## src/rtl/risco5_io_pkg.sv

```systemverilog
// risco5_io_pkg: shared types and constants for the byte-serial pad bridge
package risco5_io_pkg;
  typedef enum logic [2:0] {IDLE, CMD, ADDR, WDATA, TURN, RDATA, RESP} state_t;
  localparam int CMD_WE_BIT = 7;
  localparam int CMD_STRB_LSB = 0;
  localparam logic [7:0] PAD_OE_OUT = 8'hFF;
  localparam int CNT_W = 8;
endpackage

```

## src/rtl/risco5_io_bridge_if.sv

```systemverilog
// risco5_io_bridge_if: core memory-request/response bus between core (master) and bridge (slave)
interface risco5_io_bridge_if #(
  parameter int ADDR_W = 24,
  parameter int WORD_W = 32
);
  logic              req_valid;
  logic              req_ready;
  logic              req_we;
  logic [ADDR_W-1:0] req_addr;
  logic [WORD_W-1:0] req_wdata;
  logic [WORD_W/8-1:0] req_wstrb;
  logic              rsp_valid;
  logic [WORD_W-1:0] rsp_rdata;
  logic              rsp_err;
  modport master (
    output req_valid, req_we, req_addr, req_wdata, req_wstrb,
    input  req_ready, rsp_valid, rsp_rdata, rsp_err
  );
  modport slave (
    input  req_valid, req_we, req_addr, req_wdata, req_wstrb,
    output req_ready, rsp_valid, rsp_rdata, rsp_err
  );
endinterface

```

## src/rtl/risco5_io_shifter.sv

```systemverilog
// risco5_io_shifter: byte serialiser (LSB byte out first) / deserialiser (bytes enter at the top) with byte counter
module risco5_io_shifter
  import risco5_io_pkg::*;
#(
  parameter int W = 32
) (
  input  logic             clk,
  input  logic             rst,
  input  logic             load,
  input  logic [W-1:0]     ld_data,
  input  logic [CNT_W-1:0] ld_cnt,
  input  logic             shift,
  input  logic             capture,
  input  logic [7:0]       cap_byte,
  output logic [7:0]       byte_out,
  output logic [W-1:0]     data,
  output logic             last
);
  logic [W-1:0]     sr;
  logic [CNT_W-1:0] cnt;
  always_ff @(posedge clk) begin
    if (rst) begin
      sr  <= '0;
      cnt <= '0;
    end else if (load) begin
      sr  <= ld_data;
      cnt <= ld_cnt;
    end else if (shift) begin
      sr  <= sr >> 8;
      cnt <= cnt - 1'b1;
    end else if (capture) begin
      sr  <= {cap_byte, sr[W-1:8]};
      cnt <= cnt - 1'b1;
    end
  end
  assign byte_out = sr[7:0];
  assign data = sr;
  assign last = cnt == '0;
endmodule

```

## src/rtl/risco5_io_bridge.sv

```systemverilog
// risco5_io_bridge: serialises core requests onto the 8-bit uio pads under strobe/ack.
// Optional ack timeout with error response when RISCO5_IO_TIMEOUT_EN is defined.
module risco5_io_bridge
  import risco5_io_pkg::*;
#(
  parameter int ADDR_W = 24,
  parameter int WORD_W = 32,
  parameter int TIMEOUT_CYC = 255
) (
  input  logic                clk,
  input  logic                rst,
  risco5_io_bridge_if.slave   bus,
  output logic [7:0]          pad_out,
  output logic [7:0]          pad_oe,
  input  logic [7:0]          pad_in,
  output logic                pad_strobe,
  input  logic                pad_ack,
  output logic                busy
);
  localparam int SW = ADDR_W > WORD_W ? ADDR_W : WORD_W;
  state_t            state, state_d;
  logic              we_q;
  logic [3:0]        strb_q;
  logic [ADDR_W-1:0] addr_q, addr_rev;
  logic [WORD_W-1:0] wdata_q;
  logic              accept, xfer, oe_on, to_err;
  logic [7:0]        cmd_byte, sh_byte;
  logic              sh_load, sh_shift, sh_cap, sh_last;
  logic [SW-1:0]     sh_ld_data, sh_data;
  logic [CNT_W-1:0]  sh_ld_cnt;
  assign accept = state == IDLE && bus.req_valid;
  assign xfer = pad_strobe && pad_ack;
  // address leaves MSB byte first, so the shifter gets it byte-reversed
  for (genvar i = 0; i < ADDR_W/8; i++) begin : g_rev
    assign addr_rev[8*i +: 8] = addr_q[ADDR_W-8-8*i +: 8];
  end
  assign cmd_byte = (8'(we_q) << CMD_WE_BIT) | (8'(we_q ? strb_q : 4'h0) << CMD_STRB_LSB);
`ifdef RISCO5_IO_TIMEOUT_EN
  logic [31:0] tcnt;
  logic        err_q, timeout;
  assign timeout = pad_strobe && !pad_ack && tcnt == 32'(TIMEOUT_CYC - 1);
  always_ff @(posedge clk) begin
    if (rst) begin
      tcnt  <= '0;
      err_q <= 1'b0;
    end else begin
      tcnt  <= (accept || xfer) ? '0 : pad_strobe ? tcnt + 1 : tcnt;
      err_q <= accept ? 1'b0 : timeout ? 1'b1 : err_q;
    end
  end
  assign to_err = err_q;
`else
  assign to_err = 1'b0;
`endif
  always_ff @(posedge clk) begin
    if (rst) begin
      state   <= IDLE;
      we_q    <= 1'b0;
      strb_q  <= '0;
      addr_q  <= '0;
      wdata_q <= '0;
    end else begin
      state <= state_d;
      if (accept) begin
        we_q    <= bus.req_we;
        strb_q  <= 4'(bus.req_wstrb);
        addr_q  <= bus.req_addr;
        wdata_q <= bus.req_wdata;
      end
    end
  end
  always_comb begin
    state_d    = state;
    sh_load    = 1'b0;
    sh_ld_data = '0;
    sh_ld_cnt  = '0;
    sh_shift   = 1'b0;
    sh_cap     = 1'b0;
    case (state)
      IDLE:  if (bus.req_valid) state_d = CMD;
      CMD:   if (xfer) begin
               sh_load    = 1'b1;
               sh_ld_data = SW'(addr_rev);
               sh_ld_cnt  = CNT_W'(ADDR_W/8 - 1);
               state_d    = ADDR;
             end
      ADDR:  if (xfer) begin
               sh_shift = 1'b1;
               if (sh_last) begin
                 sh_load    = we_q;
                 sh_ld_data = SW'(wdata_q);
                 sh_ld_cnt  = CNT_W'(WORD_W/8 - 1);
                 state_d    = we_q ? WDATA : TURN;
               end
             end
      WDATA: if (xfer) begin
               sh_shift = 1'b1;
               if (sh_last) state_d = RESP;
             end
      TURN:  begin
               sh_load   = 1'b1;
               sh_ld_cnt = CNT_W'(WORD_W/8 - 1);
               state_d   = RDATA;
             end
      RDATA: if (xfer) begin
               sh_cap = 1'b1;
               if (sh_last) state_d = RESP;
             end
      RESP:  state_d = IDLE;
      default: state_d = IDLE;
    endcase
`ifdef RISCO5_IO_TIMEOUT_EN
    if (timeout) state_d = RESP;
`endif
  end
  risco5_io_shifter #(.W(SW)) u_shifter (
    .clk      (clk),
    .rst      (rst),
    .load     (sh_load),
    .ld_data  (sh_ld_data),
    .ld_cnt   (sh_ld_cnt),
    .shift    (sh_shift),
    .capture  (sh_cap),
    .cap_byte (pad_in),
    .byte_out (sh_byte),
    .data     (sh_data),
    .last     (sh_last)
  );
  assign oe_on = state inside {CMD, ADDR, WDATA};
  assign pad_strobe = state inside {CMD, ADDR, WDATA, RDATA};
  assign pad_oe = oe_on ? PAD_OE_OUT : 8'h00;
  assign pad_out = state == CMD ? cmd_byte : oe_on ? sh_byte : 8'h00;
  assign busy = state != IDLE;
  assign bus.req_ready = state == IDLE;
  assign bus.rsp_valid = state == RESP;
  assign bus.rsp_err = bus.rsp_valid && to_err;
  assign bus.rsp_rdata = (bus.rsp_valid && !we_q && !to_err) ? sh_data[SW-1 -: WORD_W] : '0;
endmodule

```

## src/flat_wrapper.sv

```systemverilog
// flat-port wrapper written by rule: the top's interface ports become plain ports
module risco5_io_bridge_flat import risco5_io_pkg::*;
#(
  parameter int ADDR_W = 24,
  parameter int WORD_W = 32,
  parameter int TIMEOUT_CYC = 255
)
  (clk, rst, pad_out, pad_oe, pad_in, pad_strobe, pad_ack, busy, bus_req_valid, bus_req_we, bus_req_addr, bus_req_wdata, bus_req_wstrb, bus_req_ready, bus_rsp_valid, bus_rsp_rdata, bus_rsp_err);
  risco5_io_bridge_if #(.ADDR_W(ADDR_W), .WORD_W(WORD_W)) bus_i ();
  input  logic clk;
  input  logic rst;
  output logic [7:0] pad_out;
  output logic [7:0] pad_oe;
  input  logic [7:0] pad_in;
  output logic pad_strobe;
  input  logic pad_ack;
  output logic busy;
  input wire logic [$bits(bus_i.req_valid)-1:0] bus_req_valid;
  input wire logic [$bits(bus_i.req_we)-1:0] bus_req_we;
  input wire logic [$bits(bus_i.req_addr)-1:0] bus_req_addr;
  input wire logic [$bits(bus_i.req_wdata)-1:0] bus_req_wdata;
  input wire logic [$bits(bus_i.req_wstrb)-1:0] bus_req_wstrb;
  output wire logic [$bits(bus_i.req_ready)-1:0] bus_req_ready;
  output wire logic [$bits(bus_i.rsp_valid)-1:0] bus_rsp_valid;
  output wire logic [$bits(bus_i.rsp_rdata)-1:0] bus_rsp_rdata;
  output wire logic [$bits(bus_i.rsp_err)-1:0] bus_rsp_err;
  assign bus_i.req_valid = bus_req_valid;
  assign bus_i.req_we = bus_req_we;
  assign bus_i.req_addr = bus_req_addr;
  assign bus_i.req_wdata = bus_req_wdata;
  assign bus_i.req_wstrb = bus_req_wstrb;
  assign bus_req_ready = bus_i.req_ready;
  assign bus_rsp_valid = bus_i.rsp_valid;
  assign bus_rsp_rdata = bus_i.rsp_rdata;
  assign bus_rsp_err = bus_i.rsp_err;
  risco5_io_bridge #(.ADDR_W(ADDR_W), .WORD_W(WORD_W), .TIMEOUT_CYC(TIMEOUT_CYC)) u_core (.clk(clk), .rst(rst), .bus(bus_i), .pad_out(pad_out), .pad_oe(pad_oe), .pad_in(pad_in), .pad_strobe(pad_strobe), .pad_ack(pad_ack), .busy(busy));
endmodule
```

## config.mk

```make
export PLATFORM = sky130hd
export DESIGN_NAME = risco5_io_bridge_flat
export DESIGN_NICKNAME = d
export VERILOG_FILES = /design/src/rtl/risco5_io_pkg.sv /design/src/rtl/risco5_io_bridge_if.sv /design/src/rtl/risco5_io_shifter.sv /design/src/rtl/risco5_io_bridge.sv /design/src/flat_wrapper.sv
export SDC_FILE = /design/constraint.sdc
export NUM_CORES = 1
export LEC_CHECK = 0
export ABC_AREA = 1
export ABC_CLOCK_PERIOD_IN_PS = 5830
export BUFFER_PORTS_ARGS = -buffer_cell sky130_fd_sc_hd__buf_2
export CORE_ASPECT_RATIO = 0.9
export CORE_MARGIN = 5
export CORE_UTILIZATION = 29
export DETAILED_ROUTE_END_ITERATION = 12
export GPL_ROUTABILITY_DRIVEN = 0
export SYNTH_ARGS = -nofsm -noshare
export SYNTH_HDL_FRONTEND = slang
export SYNTH_SLANG_ARGS = --single-unit
export TNS_END_PERCENT = 1
```

## constraint.sdc

```tcl
create_clock -name clk -period 5.83 [get_ports clk]
set_clock_uncertainty 0.1 [all_clocks]
set_input_delay 0.583 -clock clk [delete_from_list [all_inputs] [get_ports clk]]
set_output_delay 0.583 -clock clk [all_outputs]
set_load 0.05 [all_outputs]
```

# [Yosys cells after proc, flatten, opt, wreduce, memory -nomap -nowiden]
# Cells that the tools add are included.
[op_classes] n_addsub=1 eq_ne=12 n_mux=33 n_bitwise=1 n_reduce_logical=13
[op_table] cell="2-to-1 mux 32 bit" n=6
[op_table] cell="case mux 32 bit (2 select lines)" n=1
[op_table] cell="2-to-1 mux 8 bit" n=7
[op_table] cell="2-to-1 mux 24 bit" n=1
[op_table] cell="case mux 8 bit (3 select lines)" n=1
[op_table] cell="2-to-1 mux 3 bit" n=7
[op_table] cell="case mux 3 bit (5 select lines)" n=1
[op_table] cell="!= test 2 x 1 -> 1 bit (second input constant)" n=5
[op_table] cell="== test 3 bit (second input constant)" n=3
[op_table] cell="nonzero test 3 bit" n=3
[op_table] cell="zero test 8 bit" n=1
[op_table] cell="OR 8 bit" n=1
[op_table] cell="subtractor 8 x 1 -> 8 bit (second input constant)" n=1
[op_table] cell="== test 3 x 2 -> 1 bit (second input constant)" n=2
[op_table] cell="AND reduction 6 bit" n=1
[op_table] cell="2-to-1 mux 1 bit" n=5
[op_table] cell="2-to-1 mux 2 bit" n=2
[op_table] cell="2-to-1 mux 4 bit" n=1
[op_table] cell="nonzero test 4 bit" n=1
[op_table] cell="OR reduction 2 bit" n=2
[op_table] cell="== test 3 x 1 -> 1 bit (second input constant)" n=1
[op_table] cell="logical AND 1 bit" n=3
[op_table] cell="zero test 3 bit" n=1
[op_table] cell="case mux 1 bit (3 select lines)" n=1
[op_table] cell="other kinds (2)" n=2
[word_totals] ff_bits=104 input_bits=73 out_inout_bits=53 wordCells=67

# [Depth between registers and ports, before layout]
[depth] depth_word=8 ltp_mapped=12 depth_no_buf=11

# [Hierarchy]
# A second synthesis with hierarchy kept.
[hier_totals] cells_unflattened=739 hier_area_um2=5213.8
[by_module_without_submodules] mod="risco5_io_bridge" instances=1 cells_each=461 area_each_um2=3214.3 seq_area_each_um2=1281.2
[by_module_without_submodules] mod="risco5_io_shifter" instances=1 cells_each=278 area_each_um2=1999.4 seq_area_each_um2=800.8

# [Worst setup path after synthesis]
# Ideal clock, no wire load.
[synth_path] path_type="reg-to-output" from="register u_core.state[1]" to="output bus_rsp_rdata[10]" arrival_time_ns=2.372 required_time_ns=5.147 setup_slack_ns=2.775 stages_incl_launch_ff=7 path_buffers=2 cell_sequence="dfxtp_1 buf_4 nand2_1 nor2_1 nand2_1 clkbuf_1 nor2_1"
[synth_via] elab_chain_len=3
[synth_rtl] item="start: declaration" line_no="risco5_io_bridge.sv:21" rtl="state_t state, state_d;"
[synth_rtl] item="start signal: assignment" line_no="risco5_io_bridge.sv:63" rtl="state <= state_d;"
[synth_rtl] item="== test 3 bit" line_no="risco5_io_bridge.sv:135" rtl="assign bus.rsp_valid = state == RESP;"
[synth_rtl] item="net bus_rsp_valid" line_no="flat_wrapper.sv:24" rtl="output wire logic [$bits(bus_i.rsp_valid)-1:0] bus_rsp_valid;"
[synth_rtl] item="logical AND 1 bit" line_no="risco5_io_bridge.sv:137" rtl="assign bus.rsp_rdata = (bus.rsp_valid && !we_q && !to_err) ? sh_data[SW-1 -: WORD_W] : '0;"
[synth_rtl] item="2-to-1 mux 32 bit" line_no="risco5_io_bridge.sv:137"
[synth_rtl] item="end: declaration" line_no="flat_wrapper.sv:25" rtl="output wire logic [$bits(bus_i.rsp_rdata)-1:0] bus_rsp_rdata;"
# The timed path passes the listed nets, and every way through them passes these cells.

# [Worst setup path after layout]
[layout_path] from="register u_core.state[1]" to="output bus_rsp_rdata[19]"
[layout_via] elab_chain_len=3
[layout_rtl] item="== test 3 bit" line_no="risco5_io_bridge.sv:135"
[layout_rtl] item="logical AND 1 bit" line_no="risco5_io_bridge.sv:137"
[layout_rtl] item="2-to-1 mux 32 bit" line_no="risco5_io_bridge.sv:137"
# Every way passes these cells.

==> results.sh <==
export IMPL_die_area_um2=21200
export IMPL_relSlewSlack=0.256
export IMPL_dp_worst_setup_slack_ns=2.56
export IMPL_synth_seq_cells=104
export IMPL_cp_start_kind="flip-flop"
export IMPL_cts_tree="built"
export IMPL_syn_avg_cell_area_um2=6.48
export IMPL_cts_buffers=9
export IMPL_cts_resized=0
export IMPL_grt_pass1_wl_um=26900
export IMPL_num_vias=5457
export IMPL_crit_path_end_kind="primary output"
export IMPL_synth_seq_area_share=0.391
export IMPL_grt_overflow_total=0
export IMPL_tightest_slew_ns=1.11
export IMPL_cts_hold_buf=0
export IMPL_grt_use_total=0.156
export IMPL_vias_per_cell=4.78
export IMPL_fin_crit_sh=0.576
export IMPL_cellLeakagePower_uw=0.00269
export IMPL_max_cap_violations=0
export IMPL_cts_sinks=104
export IMPL_ir_worst_vdd_mv=0.203
export IMPL_die_x_um=153
export IMPL_rsz0062_at_grt="no"
export IMPL_crit_fanout=32
export IMPL_antenna_found_initial=0
export IMPL_root_buffer="clkbuf_16"
export IMPL_syn_area_um2=5320
export IMPL_clkTransAtPathRegs_ns=0.07
export IMPL_final_nets=968
export IMPL_cp_data_arrival_time_ns=2.67
export IMPL_grt_max_degree=88
export IMPL_portBuffers=124
export IMPL_layout_commonest_cell="nand2_1"
export IMPL_htreeDepth=3
export IMPL_drtIter0Drc=458
export IMPL_post_cts_buffers=0
export IMPL_synth_cell_type_count=31
export IMPL_setup_ws_ns=2.47
export IMPL_clkLatencyLatePin_ns=0.35
export IMPL_setup_violations=0
export IMPL_post_route_drc_count=0
export IMPL_synth_cells=821
export IMPL_yosys_warnings=0
export IMPL_hold_viol=0
export IMPL_drt_total_wl_um=16900
export IMPL_critPathKind="reg -> out"
export IMPL_outcome="complete, no violations"
export IMPL_area_growth_pct=17.4
export IMPL_start_util=0.292
export IMPL_core_area_um2=18200
export IMPL_fp_row_count=47
export IMPL_fmax_ghz=0.298
export IMPL_clockBufferDepth=2
export IMPL_num_fill_cells=2071
export IMPL_syn_nets=895
export IMPL_drt_first_pass_iters=5
export IMPL_ios=126
export IMPL_power_density_nw_per_um2=415
export IMPL_final_cell_mix="237 x nand2_1, 124 x buf_2, 104 x dfxtp_1"
export IMPL_final_min_clock_period_ns=3.36
export IMPL_wl_per_cell_um=14.8
export IMPL_die_height_um=139
export IMPL_ant_nets=0
export IMPL_grt_pass1_vias=5142
export IMPL_crit_required_ns=5.15
export IMPL_setup_tns_ns=0
export IMPL_hp_class="reg -> reg"
export IMPL_hpwl_um=12400
export IMPL_drv_slew=0
export IMPL_drive_above_1_share=0.182
export IMPL_antenna_cells=0
cell type report:
type	instances	area (µm²)	share of cell area
flip-flops and latches	104	2080	0.333
inverters	68	258	0.0413
multi-input cells	581	2650	0.425
clock buffers	9	225	0.0361
well taps	245	307	0.0491
repair buffers	130	666	0.107
clock inverters	5	57.6	0.00921
sequential cells by signal, summed over array words and instances, names as in the netlist:
signal	count
u_core.addr_q	24
u_core.state	3
u_core.strb_q	4
u_core.u_shifter.cnt	8
u_core.u_shifter.data	32
u_core.wdata_q	32
u_core.we_q	1
worst paths after layout:
path              depth (start not counted)               start                      end  slack (ns)
setup / recovery                          5     u_core.state[1]        bus_rsp_rdata[19]        2.47
hold / removal                            2  u_core.wdata_q[20]       u_core.wdata_q[20]        0.35
setup reg to reg                          8     u_core.state[1]  u_core.u_shifter.cnt[4]        2.56
hold reg to reg                           2  u_core.wdata_q[20]       u_core.wdata_q[20]        0.35
layer usage:
| layer | vias up | share of wire | global-route usage |
|---|---|---|---|
| met5 | - | 0 | 0 |
| met1 | 2482 | 0.49 | 0.223 |
| met4 | 0 | 0.0076 | 0.0286 |
| li1 | 2791 | - | - |
| met2 | 171 | 0.43 | 0.243 |
| met3 | 13 | 0.066 | 0.0347 |
where the power goes:
part           leakage [µW]  switching [µW]  internal, µW
logic               0.00170             817           269
clock network      0.000142             268           329
registers          0.000849            84.1           827
synth_stat cells, drive strengths merged:
library cell  instances  share of area
a31oi                 1         0.0012
clkbuf               38          0.027
buf                  30          0.036
inv                  68          0.048
a31o                  1         0.0016
nand2               239           0.17
nand4                45          0.053
nor3                  2         0.0019
o2111ai               1         0.0016
o21a                  1         0.0014
o22ai                 4         0.0047
dfxtp               104           0.39
xor2                  2         0.0033
nor3b                 1         0.0014
nor2                 91          0.069
nand3                72          0.072
conb                  1        0.00070
a21oi                96          0.092
ha                    1         0.0024
o21ai                23          0.022
worst max-delay path: stages, from the launching register on:
cell,delay [ns]
dfxtp_1,0.57
nand2_1,0.19
nor2_1,0.19
nand2_1,0.65
nor2_1,0.39
buf_2,0.32
cells by family after synthesis:
kind of cell,share of synthesized area
AOI/OAI and AO/OA,0.125
buffers and inverters,0.111
DFF,0.391
adders and majority gates,0.00235
other,0.000705
and+or+nand+nor,0.367
xor gates and xnor gates,0.00329
through the flow:
stage | utilization | cell area (µm²) | std cells | hold WS (ns) | total power, µW
2_1_floorplan | - | 5320 | 821 | 0.324 | 1820
3_3_place_gp | 0.327 | 5960 | 1128 | 0.336 | 2000
3_5_place_dp | 0.327 | 5960 | 1128 | 0.345 | 2010
4_1_cts | 0.343 | 6250 | 1142 | 0.356 | 2610
5_1_grt | 0.343 | 6250 | 1142 | 0.375 | 2770
6_report | 0.343 | 6250 | 1142 | 0.352 | 2590
No activity file was read; power rests on OpenSTA's default activity.
